--- config.mk ---
export PLATFORM = sky130hd
export DESIGN_NAME = foo_handshake_driver
export DESIGN_NICKNAME = d
export VERILOG_FILES = /design/src/rtl/foo_handshake_driver.sv
export SDC_FILE = /design/constraint.sdc
export NUM_CORES = 1
export LEC_CHECK = 0
export BUFFER_PORTS_ARGS = -buffer_cell sky130_fd_sc_hd__buf_2
export CAP_MARGIN = 20
export CORE_ASPECT_RATIO = 1.25
export CORE_MARGIN = 1.5
export CORE_UTILIZATION = 50
export CTS_BUF_LIST = sky130_fd_sc_hd__clkbuf_8
export DETAILED_ROUTE_END_ITERATION = 10
export PLACE_DENSITY = 0.73
export SLEW_MARGIN = 20
export SYNTH_ARGS = -nofsm -noshare
export SYNTH_HDL_FRONTEND = slang
export SYNTH_SLANG_ARGS = --single-unit
export TNS_END_PERCENT = 50
--- constraint.sdc ---
create_clock -name CLK -period 1.95 [get_ports CLK]
set_input_delay 0.2925 -clock CLK [delete_from_list [all_inputs] [get_ports CLK]]
set_output_delay 0.2925 -clock CLK [all_outputs]
set_load 0.05 [all_outputs]
--- src/rtl/foo_handshake_driver.sv ---
// Ready/valid transmitter: queues {in1,in2} commands in a small FIFO and presents them to the DUT.
// Latency: command accepted at edge E0 into an idle driver is presented after edge E1 (2 cycles).
// Backpressure: cmd_ready drops when the FIFO is full; the presented beat holds until handshake_ready.
module foo_handshake_driver #(
   parameter int WIDTH   = 5,
   parameter int DEPTH   = 4,   // power of two, >= 2
   parameter int TIMEOUT = 15   // 1..255
) (
   input  logic             CLK,
   input  logic             ASYNCRESETN,
   input  logic             cmd_valid,
   output logic             cmd_ready,
   input  logic [WIDTH-1:0] cmd_in1,
   input  logic [WIDTH-1:0] cmd_in2,
   output logic             handshake_valid,
   input  logic             handshake_ready,
   output logic [WIDTH-1:0] in1,
   output logic [WIDTH-1:0] in2,
   output logic [15:0]      sent_count,
   output logic             stall_timeout,
   output logic             busy
);

   localparam int AW = $clog2(DEPTH);
   localparam logic [7:0] TIMEOUT_M1 = 8'(TIMEOUT - 1);

   // FIFO storage and pointers (one extra wrap bit distinguishes full from empty)
   logic [2*WIDTH-1:0] r_mem [DEPTH];
   logic [AW:0]        r_wptr;
   logic [AW:0]        r_rptr;

   // Output stage
   logic               r_hs_valid;
   logic [WIDTH-1:0]   r_in1;
   logic [WIDTH-1:0]   r_in2;

   // Status
   logic [15:0]        r_sent_count;
   logic [7:0]         r_stall_cnt;
   logic               r_stall_timeout;

   logic               w_empty;
   logic               w_full;
   logic [AW:0]        w_count;
   logic               w_push;
   logic               w_fire;
   logic               w_load;
   logic               w_stall;
   logic [2*WIDTH-1:0] w_head;

   assign w_empty = (r_wptr == r_rptr);
   assign w_full  = (r_wptr[AW] != r_rptr[AW]) && (r_wptr[AW-1:0] == r_rptr[AW-1:0]);
   assign w_count = r_wptr - r_rptr;

   // Space freed by a same-cycle pop is not offered to the producer; keeps cmd_ready off the ready path.
   assign cmd_ready = ASYNCRESETN && !w_full;
   assign w_push    = cmd_valid && cmd_ready;

   assign w_fire  = r_hs_valid && handshake_ready;
   assign w_stall = r_hs_valid && !handshake_ready;
   // Only entries already in the FIFO at this edge can be loaded, so a push into an
   // empty FIFO during a fire costs one idle cycle.
   assign w_load  = (!r_hs_valid || w_fire) && !w_empty;
   assign w_head  = r_mem[r_rptr[AW-1:0]];

   // FIFO data write; contents need no reset because the pointers gate visibility
   always_ff @(posedge CLK) begin
      if (w_push) begin
         r_mem[r_wptr[AW-1:0]] <= {cmd_in1, cmd_in2};
      end
   end

   // FIFO pointer update: push advances tail, load pops head
   always_ff @(posedge CLK or negedge ASYNCRESETN) begin
      if (!ASYNCRESETN) begin
         r_wptr <= '0;
         r_rptr <= '0;
      end else begin
         if (w_push) begin
            r_wptr <= r_wptr + 1'b1;
         end
         if (w_load) begin
            r_rptr <= r_rptr + 1'b1;
         end
      end
   end

   // Output register: load head when empty or firing, otherwise hold (data stays stable under stall)
   always_ff @(posedge CLK or negedge ASYNCRESETN) begin
      if (!ASYNCRESETN) begin
         r_hs_valid <= 1'b0;
         r_in1      <= '0;
         r_in2      <= '0;
      end else if (w_load) begin
         r_hs_valid <= 1'b1;
         r_in1      <= w_head[2*WIDTH-1:WIDTH];
         r_in2      <= w_head[WIDTH-1:0];
      end else if (w_fire) begin
         r_hs_valid <= 1'b0;
      end
   end

   // Completed-transfer counter, wraps naturally at 16 bits
   always_ff @(posedge CLK or negedge ASYNCRESETN) begin
      if (!ASYNCRESETN) begin
         r_sent_count <= '0;
      end else if (w_fire) begin
         r_sent_count <= r_sent_count + 16'd1;
      end
   end

   // Saturating stall counter; any non-stalled cycle (fire or idle) clears it
   always_ff @(posedge CLK or negedge ASYNCRESETN) begin
      if (!ASYNCRESETN) begin
         r_stall_cnt <= '0;
      end else if (w_stall) begin
         if (r_stall_cnt != 8'hFF) begin
            r_stall_cnt <= r_stall_cnt + 8'd1;
         end
      end else begin
         r_stall_cnt <= '0;
      end
   end

   // Sticky timeout flag, set on the edge the counter steps from TIMEOUT-1 to TIMEOUT
   always_ff @(posedge CLK or negedge ASYNCRESETN) begin
      if (!ASYNCRESETN) begin
         r_stall_timeout <= 1'b0;
      end else if (w_stall && (r_stall_cnt == TIMEOUT_M1)) begin
         r_stall_timeout <= 1'b1;
      end
   end

   assign handshake_valid = r_hs_valid;
   assign in1             = r_in1;
   assign in2             = r_in2;
   assign sent_count      = r_sent_count;
   assign stall_timeout   = r_stall_timeout;
   assign busy            = (w_count != '0) || r_hs_valid;

endmodule

# [Word-level counts from Yosys, hierarchy flattened]
# Memory sizes are Yosys's and may differ from the RTL's. A register that Yosys moved wholly into a read port is not among the register bits.
# Cells that the tools add are included.
# W data, S select, Z words.
[op_classes] reduce_logical=16 add_sub_neg=5 muxes=6 n_eq_ne=6
[ops] cell="$add A16 B1 Y16 const B" count=1
[ops] cell="$mux W8" count=2
[ops] cell="$add A8 B1 Y8 const B" count=1
[ops] cell="$eq A8 B4 Y1 const B" count=1
[ops] cell="$ne A8 B8 Y1 const B" count=1
[ops] cell="$logic_and A1 B1 Y1" count=7
[ops] cell="$add A3 B1 Y3 const B" count=2
[ops] cell="$logic_not A1 Y1" count=5
[ops] cell="$mux W1" count=4
[ops] cell="$eq A3 B3 Y1" count=1
[ops] cell="$reduce_bool A3 Y1" count=1
[ops] cell="$sub A3 B3 Y3" count=1
[ops] cell="$eq A2 B2 Y1" count=1
[ops] cell="$logic_or A1 B1 Y1" count=2
[ops] cell="$ne A2 B1 Y1 const B" count=1
[ops] cell="$reduce_bool A2 Y1" count=1
[ops] cell="$ne A1 B1 Y1" count=1
[word_totals] register_bits=32 in_bits=14 wordCells=40 memories=1 mem_bits_rw=40 output_inout_bits=30
[mem_list] name="r_mem" words=4 word_bits=10 rd=1 rd_clocked_by_memory_dff=1 write_ports=1 line_no="28" text="logic [2*WIDTH-1:0] r_mem [DEPTH];"

# [Depth between registers and ports, before layout]
# Gate-level depths: netlist of the first run.
[logic_depth] depth_word=7 mapped_depth=8 ltp_nobuf=6

# [Least setup slack after synthesis of the first run]
# No wires, ideal clock.
[synth_path] path_type="flip-flop to flip-flop" start="register r_rptr[1]" end="memory r_mem[3][0] (netlist bit), enable pin" required_ns=1.599 arrival_ns=2.106 setup_time_ns=0.351 path_buffers=1 period_less_slack_ns=2.457 setup_slack_ns=-0.507 path_stages_with_launch=7 path_cell_list="dfrtp_1 clkbuf_1 inv_1 ha_1 nand2_1 o21a_1 and3_1"
[synth_via] elab_chain_len=7
[synth_rtl] item="from (decl)" line_no="30" text="logic [AW:0] r_rptr;"
[synth_rtl] item="from (signal assigned)" line_no="83" text="r_rptr <= r_rptr + 1'b1;"
[synth_rtl] item="$eq A2 B2 Y1" line_no="52" text="assign w_full = (r_wptr[AW] != r_rptr[AW]) && (r_wptr[AW-1:0] == r_rptr[AW-1:0]);"
[synth_rtl] item="$logic_and A1 B1 Y1" line_no="52"
[synth_rtl] item="$logic_not A1 Y1" line_no="56" text="assign cmd_ready = ASYNCRESETN && !w_full;"
[synth_rtl] item="$logic_and A1 B1 Y1" line_no="56"
[synth_rtl] item="named net cmd_ready" line_no="12" text="output logic cmd_ready,"
[synth_rtl] item="$logic_and A1 B1 Y1" line_no="57" text="assign w_push = cmd_valid && cmd_ready;"
[synth_rtl] item="$mux W1" line_no="68" text="if (w_push) begin"
[synth_rtl] item="$mux W1 (implied by the code)" line_no="69" text="r_mem[r_wptr[AW-1:0]] <= {cmd_in1, cmd_in2};"
[synth_rtl] item="to (decl)" line_no="28"
# The timed path passes the listed nets, and every way through them passes these cells.

# [Worst setup path in the final report of the first run]
[layout_path] start="register r_rptr[0]" end="output port busy"
[layout_via] elab_chain_len=3
[layout_rtl] item="$sub A3 B3 Y3" line_no="53" text="assign w_count = r_wptr - r_rptr;"
[layout_rtl] item="$reduce_bool A3 Y1" line_no="139" text="assign busy = (w_count != '0) || r_hs_valid;"
[layout_rtl] item="$logic_or A1 B1 Y1" line_no="139"
[layout_rtl] item="to (decl)" line_no="21" text="output logic busy"
# Every way passes these cells.

==> results of run 1 <==
==> layout by cell type (no fill, tap or decap), types with 2 or more instances in the layout <==
master | synthesis | layout
dfrtp_1 | 42 | 42
buf_2 | 0 | 41
edfxtp_1 | 40 | 40
xnor2_1 | 17 | 17
nor2_1 | 11 | 11
nand2_1 | 10 | 10
ha_1 | 10 | 9
clkbuf_8 | 0 | 9
xor2_1 | 8 | 8
mux2_4 | 8 | 8
buf_4 | 0 | 8
nand4_1 | 7 | 7
mux4_1 | 6 | 6
inv_1 | 6 | 5
nand3_1 | 5 | 5
mux2_2 | 5 | 5
mux4_2 | 4 | 4
and3_1 | 8 | 4
inv_6 | 0 | 4
and3_2 | 0 | 3
a211oi_1 | 3 | 3
and4_1 | 2 | 2
nor2b_1 | 2 | 2
nor3_1 | 2 | 2
a31oi_1 | 2 | 2
o211ai_1 | 2 | 2
bufinv_16 | 0 | 2
buf_6 | 2 | 2
==> flip-flops by register name, summed over array words and instances, names as in the netlist <==
signal           count
r_wptr               3
r_stall_cnt          8
stall_timeout        1
sent_count          16
r_rptr               3
in1                  5
r_mem               40
in2                  5
handshake_valid      1
==> critical path, stage by stage (launching register included) <==
cell and delay, ns:
dfrtp_1 0.42, ha_4 0.17, fa_2 0.51, nand4b_1 0.11, buf_6 0.17
==> power breakdown <==
group | total, W | internal (W) | switching, W
clock network | 0.00140 | 0.000748 | 0.000657
registers | 0.00248 | 0.00221 | 0.000273
logic | 0.00260 | 0.00109 | 0.00151
total | 0.00649 | 0.00405 | 0.00244
==> how the worst max path moves through the flow <==
stage               cells after the start  slack [ns]                  start    to
floorplan                               5      -0.007  r_wptr[0]$_DFFE_PN0P_  busy
global placement                        6        0.15  r_wptr[0]$_DFFE_PN0P_  busy
detailed placement                      6        0.12  r_wptr[0]$_DFFE_PN0P_  busy
CTS                                     5       -0.08  r_wptr[0]$_DFFE_PN0P_  busy
global route                            5       -0.16  r_wptr[0]$_DFFE_PN0P_  busy
finish                                  4       -0.06  r_rptr[0]$_DFFE_PN0P_  busy
==> cell families (layout without fill, tap and decap cells) <==
kind of cell / Yosys count / in the layout / synth area share (%)
mux: 23 / 23 / 12.22
fa+ha+maj: 11 / 11 / 4.180
simple gates: 52 / 52 / 7.856
xor+xnor: 25 / 25 / 6.306
compound gates: 14 / 14 / 2.919
flops: 82 / 82 / 64.86
buf+inv: 11 / 74 / 1.658
==> layout make-up <==
cell class | instances | area [um2]
fill | 517 | 2532
tap | 87 | 108.9
timing repair buffer | 52 | 307.8
clock inverter | 7 | 106.4
clock buffer | 9 | 123.9
sequential | 82 | 2252
multi-input combinational | 125 | 1194
inverter | 6 | 22.52
==> layer usage <==
layer	share of wire (%)	global-route usage [%]	up-vias
met2	52	31.51	43
li1	-	-	934
met4	0.95	5.000	0
met3	3.3	4.455	7
met5	0	0	-
met1	43	21.14	986
==> stage by stage <==
stage               utilization (%)  cells
floorplan                         -    218
global placement              57.58    348
detailed placement            57.58    348
CTS                           61.58    367
global route                  61.90    368
finish                        61.90    368
==> what timing repair did <==
action	in CTS	in global routing
setup buffers	3	1
setup endpoints to repair	2	2
pin swaps	1	0
resized for setup	5	2
==> impl_results.md, run 1 <==
- Layout cell share with drive strength beyond 1: 33.81%
- H-tree levels: 3
- Total Nets Final: 301
- Site row count: 33
- Synth area leaders: edfxtp_1 (35%), dfrtp_1 (30%), mux4_1 (4.5%), xnor2_1 (4.3%), ha_1 (3.6%)
- Setup TNS: -0.06015 ns
- RR Endpoint: r_mem[1][9]$_DFFE_PP_
- Library cells used by synthesis: 37
- Clock Tree Buf Depth: 2
- Vias per inst: 5.353
- Initial antenna violation count: 0
- Synth Register Bits: 82
- Clock Latency Late Sink: 0.35 ns
- Quantity of hold-fixing buffers added after cts: 0
- Fin Hold WS: 0.06634 ns
- I/O Pins: 44
- Slew @ Worst Pin: 0.5434 ns
- Die Ht: 96.17 um
- Worst min-delay path class: in2async
- Setup crit end kind: output port
- Commonest cells in the netlist: dfrtp_1 (42), edfxtp_1 (40), xnor2_1 (17)
- Reg2Reg Depth: 5
- Syn-to-layout area delta: 18.52%
- Residual DRC: 0
- Final wirelength: 5.912 mm
- Overflow after GRT: 0
- Max-Cap Viols: 0
- Main synth FF type: dfrtp_1
- Cells after synthesis: 218
- GP Congestion: 0.6982
- Syn_area_per_cell: 15.93 um2
- DRT iter0 DRCs: 126
- Most frequent cell after synthesis: dfrtp_1
- N_diodes: 0
- VDD IR max: 894.2 uV
- Max Freq: 497.5 MHz
- Final period utilization: 103.1%
- Syn_nets: 243
- Fin. max-slew vios: 0
- Vias in the first global route: 1986
- Dpl hpwl: 3.879 mm
- Core Region: 0.006648 mm2
- Worst Path Arrival: 1.72 ns
- CTS tree: built
- Design Power: 0.006486 W
- First-pass GRT wire length: 9.749 mm
- Worst-path fanout max: 2
- 1st-pass router iterations: 4
- Pre-CTS WS: 0.1228 ns
- Failing checks: setup timing
- Kind of critical path: reg2out
- Post-Layout Inst Area: 0.004115 mm2
- Clock sinks: 82
- Wirelength per Cell: 16.07 um
- Setup slack after layout: -0.06015 ns
- Die width: 77.54 um
- Final setup violating endpoints: 1
- Pin count of the biggest net entering global routing: 43
- Register area share after synthesis: 64.86%
- CP Data Required Time: 1.66 ns
- Leakage: 1.748 nW
- Root Driver: clkbuf_8
- Relative slew slack: 63.78%
- PwrDens: 1576 mW/mm2
- Post-synth ARST share: 51.22%
- RSZ-0062 raised after global routing: yes
- Initial Utilization: 52.23%
- Crit start category: flip-flop
- Port bufs: 43
- FF-to-FF Start: r_rptr[1]$_DFFE_PN0P_
- R2R Setup Slk: 0.21 ns
- Synthesized area: 0.003472 mm2
- Status: finished, violations left
- Inserted Clock Buffers: 9
- Synth warnings: 0
- Detail Route Antenna Nets: 0
- Post-synth top area share: 34.59%
- Cell taking the most area after synthesis: edfxtp_1
- Crit path time final: 2.010 ns
- Final hold vios: 0
- Setup Skew: 0.009362 ns
- Die area: 0.007457 mm2
- Vias: 1970
- Post-synth EDFFs: 40
- Clk slew on worst S/H paths: 0.09 ns
- Dpl cell area: 0.003827 mm2
- Total GRT Usage: 17.58%
Note: power is estimated with default switching activity, not from simulation.
==> run 2: changes to the inputs <==
CAP_MARGIN = 30   (was 20)
CORE_UTILIZATION = 60   (was 50)
PLACE_DENSITY = 0.82   (was 0.73)
clock period = 2.49 ns   (was 1.95 ns; I/O delays follow)
==> run 2 against run 1 <==
  * Critical path depth increased by 2
  * Worst hold slack improved by 0.073 ns
  * Clock skew increased by 0.0033 ns
  * Largest cell class unchanged
  * Design area decreased by 2.9%
  * The run now ends clean
  * Critical endpoint unchanged
  * Die area decreased by 16%
==> impl_results.md, run 2 (same netlist as run 1, synthesis figures left out) <==
- Critical-path top delay cell: dfrtp_1
- Crit start category: flip-flop
- R2R Setup Slk: 0.39 ns (+0.18 ns)
- Pre-CTS WS: 0.3879 ns (+0.2650 ns)
- Inserted Clock Buffers: 9 (unchanged)
- Pin count of the biggest net entering global routing: 43 (unchanged)
- Core Region: 0.005518 mm2 (-17%)
- Site row count: 30 (-9.1%)
- Setup slack after layout: 0.1915 ns (+0.2516 ns)
- Reg2Reg Depth: 5 (unchanged)
- Setup Skew: 0.01267 ns (+0.003307 ns)
- PwrDens: 1227 mW/mm2 (-22%)
- Layout cell share with drive strength beyond 1: 29.96% (-3.8 points)
- Final wirelength: 5.660 mm (-4.3%)
- Max Freq: 435.1 MHz
- Buffer and inverter count on the worst path: 2 (+1)
- Final period utilization: 92.31%
- Wirelength per Cell: 16.60 um (+3.3%)
- Root Driver: clkbuf_8
- Slew @ Worst Pin: 0.6090 ns (+0.06566 ns)
- Die area: 0.006255 mm2 (-16%)
- Leakage: 1.711 nW (-2.1%)
- Max-Cap Viols: 0 (unchanged)
- Vias per inst: 5.718 (+6.8%)
- Worst min-delay path class: in2async
- Final hold vios: 0 (unchanged)
- Max FFs per register: 40 (unchanged)
- Fin. max-slew vios: 0 (unchanged)
- Final setup violating endpoints: 0 (-1)
- N_diodes: 0 (unchanged)
- CTS tree: built
- CP max stage delay: 0.41 ns (-0.10 ns)
- Kind of critical path: reg2out
- GP Congestion: 0.7916 (+13%)
- Crit path time final: 2.299 ns
- Setup crit end kind: output port
- Detail Route Antenna Nets: 0 (unchanged)
- Setup bufs post-CTS: 0 (-3)
- VDD IR max: 815.6 uV (-8.8%)
- Flop pwr share: 39.8% (+1.6 points)
- Total Nets Final: 297 (-1.3%)
- Residual DRC: 0 (unchanged)
- Crit path cell chain: inv_1, ha_1, fa_1, xnor2_1, nand4b_1, buf_2
- Critical path depth: 6 (+2)
- Int Pwr: 0.003054 W (-25%)
- Initial antenna violation count: 0 (unchanged)
- Most frequent cells in the layout: buf_2 (43), dfrtp_1 (42), edfxtp_1 (40)
- Port bufs: 43 (unchanged)
- Worst-path fanout max: 4 (+2)
- Clock Latency Late Sink: 0.35 ns (about the same)
- Overflow after GRT: 0 (unchanged)
- First-pass GRT wire length: 9.135 mm (-6.3%)
- Switching pwr: 0.001850 W (-24%)
- Clock Tree Buf Depth: 2 (unchanged)
- Vias: 1950 (-1.0%)
- Dpl hpwl: 3.651 mm (-5.9%)
- CP Data Required Time: 2.12 ns (+0.46 ns)
- Die Ht: 88.05 um (-8.4%)
- Clock group share of total power: 21.7% (about the same)
- Quantity of hold-fixing buffers added after cts: 0 (unchanged)
- I/O Pins: 44 (unchanged)
- Sw Share: 37.72% (+0.16 points)
- Clock sinks: 82 (unchanged)
- Initial Utilization: 62.93% (+11 points)
- Comb pwr share: 38.5% (-1.6 points)
- H-tree levels: 3 (unchanged)
- Clk slew on worst S/H paths: 0.09 ns (about the same)
- Setup TNS: 0 ns (+0.06015 ns)
- DRT iter0 DRCs: 166 (+32%)
- 1st-pass router iterations: 4 (unchanged)
- Layout fillers: 362 (-30%)
- Total GRT Usage: 19.67% (+2.1 points)
- Cell family with the largest share of critical-path delay: adder cells
- Worst Path Arrival: 1.93 ns (+0.21 ns)
- Resize count post-CTS: 0 (-5)
- Syn-to-layout area delta: 15.06%
- Relative slew slack: 59.40% (-4.4 points)
- Vias in the first global route: 1924 (-3.1%)
- Status: complete, no violations
- Leading cell type in the layout, fill and taps excluded: buf_2
- RSZ-0062 raised after global routing: no
- Die width: 71.04 um (-8.4%)
-- run 2: layout make-up --
class / count / area (um2) / share of cell area [%]
multi-input cells: 125 / 1162 / 29.09
clock buffers: 9 / 123.9 / 3.101
clock inverters: 7 / 101.3 / 2.537
well taps: 64 / 80.08 / 2.004
repair buffers: 48 / 252.7 / 6.326
inverters: 6 / 22.52 / 0.5637
flip-flops and latches: 82 / 2252 / 56.37
-- run 2: layer usage --
layer	GRT usage, %	vias to the layer above	part of all wire (%)
met2	31.61	51	50
met3	3.682	8	4.0
met5	0	-	0
met1	25.86	969	45
li1	-	922	-
met4	10.29	0	1.3
-- run 2: worst paths after layout --
path,from,endpoint
min reg2reg,sent_count[15]$_DFFE_PN0P_,sent_count[15]$_DFFE_PN0P_
min,ASYNCRESETN,r_stall_cnt[7]$_DFFE_PN0P_
max in group asynchronous,ASYNCRESETN,r_rptr[0]$_DFFE_PN0P_
min in group CLK,cmd_in1[4],r_mem[1][9]$_DFFE_PP_
max,r_wptr[0]$_DFFE_PN0P_,busy
max reg2reg,r_wptr[0]$_DFFE_PN0P_,r_mem[3][8]$_DFFE_PP_
-- run 2: stage by stage --
step | instance area, um2 | hold WS, ns | instances | utilization, % | power (W)
finish | 3995 | 0.1396 | 341 | 72.40 | 0.004904
global route | 3995 | 0.1775 | 341 | 72.40 | 0.005157
CTS | 3995 | 0.1481 | 341 | 72.40 | 0.004947
detailed placement | 3770 | 0.4418 | 325 | 68.32 | 0.003873
global placement | 3770 | 0.4382 | 325 | 68.32 | 0.003824
floorplan | 3472 | 0.07791 | 218 | - | 0.003444
-- run 2: power by group through the flow --
stage               registers (W)  clock network, W  logic (W)
floorplan                 0.00244                 0    0.00100
global placement          0.00197                 0    0.00186
detailed placement        0.00197                 0    0.00190
CTS                       0.00195           0.00108    0.00191
global route              0.00199           0.00114    0.00203
finish                    0.00195           0.00106    0.00189
